### config.mk
export PLATFORM = sky130hd
export DESIGN_NAME = fifo_p2s_serializer_flat
export DESIGN_NICKNAME = d
export VERILOG_FILES = /design/src/rtl/fifo_p2s_serializer_if.sv /design/src/rtl/fifo_p2s_serializer.sv /design/src/flat_wrapper.sv
export SDC_FILE = /design/constraint.sdc
export NUM_CORES = 1
export LEC_CHECK = 0
export BUFFER_PORTS_ARGS = -buffer_cell sky130_fd_sc_hd__buf_2
export CAP_MARGIN = 20
export CORE_MARGIN = 2
export CORE_UTILIZATION = 53
export CTS_BUF_LIST = sky130_fd_sc_hd__clkbuf_16
export DETAILED_ROUTE_END_ITERATION = 8
export PLACE_DENSITY_LB_ADDON = 0.15
export SLEW_MARGIN = 40
export SYNTH_ARGS = -nofsm -noshare
export SYNTH_HDL_FRONTEND = slang
export SYNTH_SLANG_ARGS = --single-unit
### constraint.sdc
create_clock -name clk -period 1.91 [get_ports clk]
set_input_delay 0.382 -clock clk [delete_from_list [all_inputs] [get_ports clk]]
set_output_delay 0.382 -clock clk [all_outputs]
set_load 0.05 [all_outputs]
### src/rtl/fifo_p2s_serializer_if.sv
// fifo_p2s_serializer_if: FIFO read port plus valid/ready serial bit stream.
interface fifo_p2s_serializer_if #(
    parameter int WIDTH = 8
);
    logic             fifo_empty;
    logic             fifo_pop;
    logic [WIDTH-1:0] fifo_pop_data;
    logic             ser_valid;
    logic             ser_ready;
    logic             ser_data;
    logic             ser_first;
    logic             ser_last;
    modport master (
        input  fifo_empty, fifo_pop_data, ser_ready,
        output fifo_pop, ser_valid, ser_data, ser_first, ser_last
    );
    modport slave (
        output fifo_empty, fifo_pop_data, ser_ready,
        input  fifo_pop, ser_valid, ser_data, ser_first, ser_last
    );
endinterface

### src/rtl/fifo_p2s_serializer.sv
// fifo_p2s_serializer: pops FIFO words and shifts them out one bit per accepted cycle.
module fifo_p2s_serializer #(
    parameter int FIFO_WIDTH = 8,
    parameter bit LSB_FIRST  = 0,
    parameter int IDLE_GAP   = 0
) (
    input  logic                          clk,
    input  logic                          rst,
    fifo_p2s_serializer_if.master         bus,
    output logic                          busy,
    output logic [15:0]                   words_sent
);
    localparam int CW = $clog2(FIFO_WIDTH);
    typedef enum logic [1:0] {IDLE, SHIFT, GAP} state_t;
    state_t                state;
    logic [FIFO_WIDTH-1:0] shreg;
    logic [CW-1:0]         bit_cnt;
    logic [3:0]            gap_cnt;
    logic                  accept;
    logic                  last;
    assign accept        = state == SHIFT && bus.ser_ready;
    assign last          = accept && bit_cnt == '0;
    // Back-to-back reload on the last bit only when no gap is requested
    assign bus.fifo_pop  = !rst && !bus.fifo_empty && (state == IDLE || (last && IDLE_GAP == 0));
    assign bus.ser_valid = state == SHIFT;
    assign bus.ser_data  = LSB_FIRST ? shreg[0] : shreg[FIFO_WIDTH-1];
    assign bus.ser_first = state == SHIFT && bit_cnt == CW'(FIFO_WIDTH - 1);
    assign bus.ser_last  = state == SHIFT && bit_cnt == '0;
    assign busy          = state != IDLE;
    always_ff @(posedge clk) begin
        if (rst) begin
            state      <= IDLE;
            shreg      <= '0;
            bit_cnt    <= '0;
            gap_cnt    <= '0;
            words_sent <= '0;
        end else begin
            if (bus.fifo_pop) begin
                shreg   <= bus.fifo_pop_data;
                bit_cnt <= CW'(FIFO_WIDTH - 1);
                state   <= SHIFT;
            end else if (accept) begin
                shreg   <= LSB_FIRST ? shreg >> 1 : shreg << 1;
                bit_cnt <= bit_cnt - CW'(1);
            end
            if (last) words_sent <= words_sent + 16'd1;
            if (last && !bus.fifo_pop) begin
                state   <= IDLE_GAP > 0 ? GAP : IDLE;
                gap_cnt <= 4'(IDLE_GAP - 1);
            end
            if (state == GAP) begin
                gap_cnt <= gap_cnt - 4'd1;
                if (gap_cnt == '0) state <= IDLE;
            end
        end
    end
endmodule

### src/flat_wrapper.sv
// flat-port wrapper written by rule: the top's interface ports become plain ports
module fifo_p2s_serializer_flat 
#(
    parameter int FIFO_WIDTH = 8,
    parameter bit LSB_FIRST  = 0,
    parameter int IDLE_GAP   = 0
)
  (clk, rst, busy, words_sent, bus_fifo_empty, bus_fifo_pop_data, bus_ser_ready, bus_fifo_pop, bus_ser_valid, bus_ser_data, bus_ser_first, bus_ser_last);
  fifo_p2s_serializer_if #(.WIDTH(8)) bus_i ();
  input  logic clk;
  input  logic rst;
  output logic busy;
  output logic [15:0] words_sent;
  input wire logic [$bits(bus_i.fifo_empty)-1:0] bus_fifo_empty;
  input wire logic [$bits(bus_i.fifo_pop_data)-1:0] bus_fifo_pop_data;
  input wire logic [$bits(bus_i.ser_ready)-1:0] bus_ser_ready;
  output wire logic [$bits(bus_i.fifo_pop)-1:0] bus_fifo_pop;
  output wire logic [$bits(bus_i.ser_valid)-1:0] bus_ser_valid;
  output wire logic [$bits(bus_i.ser_data)-1:0] bus_ser_data;
  output wire logic [$bits(bus_i.ser_first)-1:0] bus_ser_first;
  output wire logic [$bits(bus_i.ser_last)-1:0] bus_ser_last;
  assign bus_i.fifo_empty = bus_fifo_empty;
  assign bus_i.fifo_pop_data = bus_fifo_pop_data;
  assign bus_i.ser_ready = bus_ser_ready;
  assign bus_fifo_pop = bus_i.fifo_pop;
  assign bus_ser_valid = bus_i.ser_valid;
  assign bus_ser_data = bus_i.ser_data;
  assign bus_ser_first = bus_i.ser_first;
  assign bus_ser_last = bus_i.ser_last;
  fifo_p2s_serializer #(.FIFO_WIDTH(FIFO_WIDTH), .LSB_FIRST(LSB_FIRST), .IDLE_GAP(IDLE_GAP)) u_core (.clk(clk), .rst(rst), .bus(bus_i), .busy(busy), .words_sent(words_sent));
endmodule
## Word level (Yosys, flattened, before mapping)

Cells that the tools add are included.

- Register bits after elaboration: 33
- Bits of input ports: 12
- Output and inout bits: 22
- Word-level logic and storage cells: 38

- $add $sub $neg: 3
- Eq/ne operators: 3
- Multiplexer cells: 10
- Reductions and logical operators: 17

Operators by type and width:

| cell | count |
|---|---|
| adder 16 x 1 -> 16 bit, second input constant | 1 |
| 2-to-1 mux 8 bit | 2 |
| 2-to-1 mux 2 bit | 4 |
| 2-to-1 mux 4 bit | 2 |
| logical AND 1 bit | 7 |
| 2-to-1 mux 3 bit | 2 |
| nonzero test 2 bit | 3 |
| zero test 4 bit | 1 |
| subtractor 4 x 1 -> 4 bit, second input constant | 1 |
| == test 3 bit, second input constant | 1 |
| zero test 1 bit | 3 |
| zero test 3 bit | 1 |
| subtractor 3 x 1 -> 3 bit, second input constant | 1 |
| == test 2 x 1 -> 1 bit, second input constant | 1 |
| == test 2 bit, second input constant | 1 |
| zero test 2 bit | 1 |
| logical OR 1 bit | 1 |

## Logic depth before layout (Yosys ltp)

- Depth after elaboration: 10
- Depth in mapped cells: 8
- Depth with buffers taken out: 7

## Least setup slack after synthesis

OpenSTA, ideal clock, no wires.

- Kind: register to output
- Start: reg u_core.state[0]
- End: out bus_ser_last
- Data arrival time: 1.864 ns
- Required time: 1.528 ns
- Path slack: -0.336 ns
- Cell stages (with the launch flop): 3
- Path buffers: 0
- Cell sequence: dfxtp_1 > or2b_1 > nor3b_1

- Word-level cells in the longest chain between the ends: 2

RTL lines:

| what | RTL line | text |
|---|---|---|
| start, declared | fifo_p2s_serializer.sv:15 | `state_t state;` |
| start signal, assigned | fifo_p2s_serializer.sv:48 | `state <= IDLE_GAP > 0 ? GAP : IDLE;` |
| == test 2 x 1 -> 1 bit | fifo_p2s_serializer.sv:28 | `assign bus.ser_last = state == SHIFT && bit_cnt == '0;` |
| logical AND 1 bit | fifo_p2s_serializer.sv:28 |  |
| end, declared | flat_wrapper.sv:21 | `output wire logic [$bits(bus_i.ser_last)-1:0] bus_ser_last;` |

Every way passes these cells.

## Worst setup path after layout

- Start: reg u_core.bit_cnt[1]
- End: out bus_fifo_pop

- Word-level cells in the longest chain between the ends: 4

RTL lines:

| what | RTL line | text |
|---|---|---|
| start, declared | fifo_p2s_serializer.sv:17 | `logic [CW-1:0] bit_cnt;` |
| start signal, assigned | fifo_p2s_serializer.sv:40 | `bit_cnt <= CW'(FIFO_WIDTH - 1);` |
| start signal, assigned | fifo_p2s_serializer.sv:44 | `bit_cnt <= bit_cnt - CW'(1);` |
| zero test 3 bit | fifo_p2s_serializer.sv:22 | `assign last = accept && bit_cnt == '0;` |
| logical AND 1 bit | fifo_p2s_serializer.sv:22 |  |
| logical OR 1 bit | fifo_p2s_serializer.sv:24 | `assign bus.fifo_pop = !rst && !bus.fifo_empty && (state == IDLE \|\| (last && IDLE_GAP == 0));` |
| logical AND 1 bit | fifo_p2s_serializer.sv:24 |  |
| end, declared | flat_wrapper.sv:17 | `output wire logic [$bits(bus_i.fifo_pop)-1:0] bus_fifo_pop;` |

Every way passes these cells.

==> run metrics <==
setup TNS -69.5 ps; EDFF count, synth 0; Worst-path clk slew 50 ps; RD Place Congestion 0.764; RR Endpoint u_core.words_sent[13]; layer with the highest usage met2; ant diodes 0; worst vdd rail ir drop 0.696 mV; Synth Area in Compound Gates 0.133; area growth from synthesis to final layout 24.8%; met3 Use GR 0.0681; top cells by count, synth dfxtp_1 (33), nor2_1 (23), nand3_1 (15); status finished, violations left; Req. time, crit path 1530 ps; Slew Viols, Final 0; critical path class reg2out; H-tree depth 2; die height 58.9 µm; XOR/XNOR Fraction of Synth Area 0.0549; initial drt markers 99; top-area cell type share of the netlist area 0.414; post-route ant nets 0; Cells after Synth 185; CTS tree yes; per-cell routed wire length 14.2 µm; clock buffer depth 2; power per cell area 848 nW/µm²; Simple-Gate Fraction of Synth Area 0.292; clk_lat worst skew 270 ps; Filler cells 230; first-pass GRT wire length 5960 µm; min-delay worst type in2reg; Main synth FF type dfxtp_1; # DRC 1; FF-to-FF path depth 7; slowest library cell on the worst path a2111o_1; syn nets 202; Worst path top cell family by delay compound AO/OA/AOI/OAI gates; Initial Utilization 0.569; worst hold path depth 3; Max-slew headroom 0.757; largest net degree at the start of global routing 37; die area 3470 µm²; largest family of logic cells by synthesized area simple AND/OR/NAND/NOR gates; detailed-routing iteration count for the pre-antenna-repair pass 7; Finished Layout Cells 254; ranking of synthesized cells by area dfxtp_1 (41%), nor2_1 (5.4%), a311oi_1 (4.9%); critical path cell sequence inv_2 > ha_4 > nand3b_4 > a2111o_1 > clkinvlp_4 > buf_8; die width 58.9 µm; Fmax 505 MHz; Cell variety after synth 39; crit-path max FO 3; final wirelength 3600 µm; met1 Usage GRT 0.288; post-route cell area 1990 µm²; total CTS buffers 5; max-cap violation count 0; HP Start bus_fifo_pop_data[0]; total grt overflow 0; Mean Syn Cell Area 8.63 µm²; R2R Path Start u_core.bit_cnt[1]; placed cells 247; Seq cells post-synth 33; flop2flop setup slack 100 ps; async set-reset flop share out of synthesis 0; post-synthesis mux area share 0.0212; hold worst-path end u_core.shreg[0]; Slew @ Worst Pin 365 ps; hold slack 361 ps; core area 2810 µm²; LEAKAGE 0.000827 µW; number of global-route vias before repair 1361; Worst Path Arrival 1600 ps; Num Clock Sinks 33; failing checks design-rule violations, negative setup slack; Synthesis Warnings 0; via count 1466; DP Worst Slack 11.6 ps; endpoints failing setup 1; setup ws final -69.5 ps; fin crit share 1.04; # nets final 240; RSZ-0062 raised after global routing true; Cell Rows 19; Area after DPL 1830 µm²; minimum clock period 1980 ps; Synth Area in Adders 0.0392; antenna violations before repair 0; sequential element share of the synthesized area 0.414; CP endpoint kind primary output; hpwl dp 2310 µm; critical path's largest stage delay 410 ps; io pins 34; count leader, synth dfxtp_1; CP Launch Type register; GRT met2 Usage 0.360; crit path buf inv count 3; # hold bufs at CTS 0; Root Buffer clkbuf_16; Final Skew 2.44 ps; DR vias/cell 5.77; Overall Global Routing Usage 0.221; Final Hold Viols 0; synthesized cell area 1600 µm²; quantity of I/O buffers inserted on ports 33; share of cells above drive strength 1 0.296; Synth area leader dfxtp_1
==> cell usage in the layout, fill, tap and decap left out, types with 5 or more instances in the layout <==
cell	Yosys	final
clkbuf_16	0	5
nor2_1	23	23
inv_1	8	6
xnor2_1	9	9
nand3_1	15	15
o21ai_0	6	6
buf_2	4	30
dfxtp_1	33	31
a311oi_1	9	9
buf_4	0	9
a21oi_1	11	11
nand2_1	12	12
==> per-layer routing <==
layer,vias up,routed length [µm]
met2,42,1740
met5,-,0
li1,728,-
met1,694,1640
met3,2,215
met4,0,10
==> what timing repair did <==
item                                    4_1_cts  5_1_grt
resized for setup                             9        3
pin swaps                                     1        0
endpoints found under the setup margin        4        4
buffers inserted                              0        0
==> worst max path at each step <==
stage | start | slack, ps | endpoint | cells past startpoint
2_1_floorplan | u_core.words_sent[3] | 10 | u_core.words_sent[15] | 4
3_3_place_gp | u_core.bit_cnt[1] | 60 | bus_fifo_pop | 6
3_5_place_dp | u_core.bit_cnt[1] | 10 | bus_fifo_pop | 6
4_1_cts | u_core.bit_cnt[1] | -50 | bus_fifo_pop | 6
5_1_grt | u_core.bit_cnt[1] | -100 | bus_fifo_pop | 6
6_report | u_core.bit_cnt[1] | -70 | bus_fifo_pop | 6
==> layout make-up <==
cell class / instances / area [µm²] / area share
timing repair buffer: 41 / 240 / 0.121
multi-input combinational: 134 / 882 / 0.443
inverter: 8 / 33.8 / 0.0169
clock buffer: 5 / 125 / 0.0628
sequential: 33 / 666 / 0.334
clock inverter: 2 / 7.51 / 0.00377
tap: 31 / 38.8 / 0.0195
==> flip-flops by register name, indices dropped and copies added (netlist names) <==
signal / cells
u_core.bit_cnt: 3
u_core.gap_cnt: 4
u_core.shreg: 8
u_core.state: 2
u_core.words_sent: 16
==> where the power goes <==
part / leakage (µW) / switching (µW) / internal, µW
clock: 0.0000685 / 263 / 465
combinational: 0.000490 / 134 / 88.5
sequential: 0.000269 / 22.6 / 718
total: 0.000827 / 420 / 1270
==> cells by family after synthesis <==
kind of cell	Yosys count
DFF	33
adders and majority gates	5
buffers and inverters	18
xor gates and xnor gates	10
muxes	3
and+or+nand+nor	84
AOI/OAI and AO/OA	32
==> through the flow <==
step	util	total power [µW]
CTS	0.708	1700
finish	0.711	1690
detailed placement	0.652	953
floorplan	-	897
global route	0.711	1740
global placement	0.652	944
==> worst register-to-register path: cells and delay by family, from the launching register on <==
kind,cells,cell delay [ps]
AOI/OAI and AO/OA,1,140
and+or+nand+nor,3,860
DFF,1,320
adders and majority gates,1,160
buffers and inverters,2,270
No activity file was read; power rests on OpenSTA's default activity.
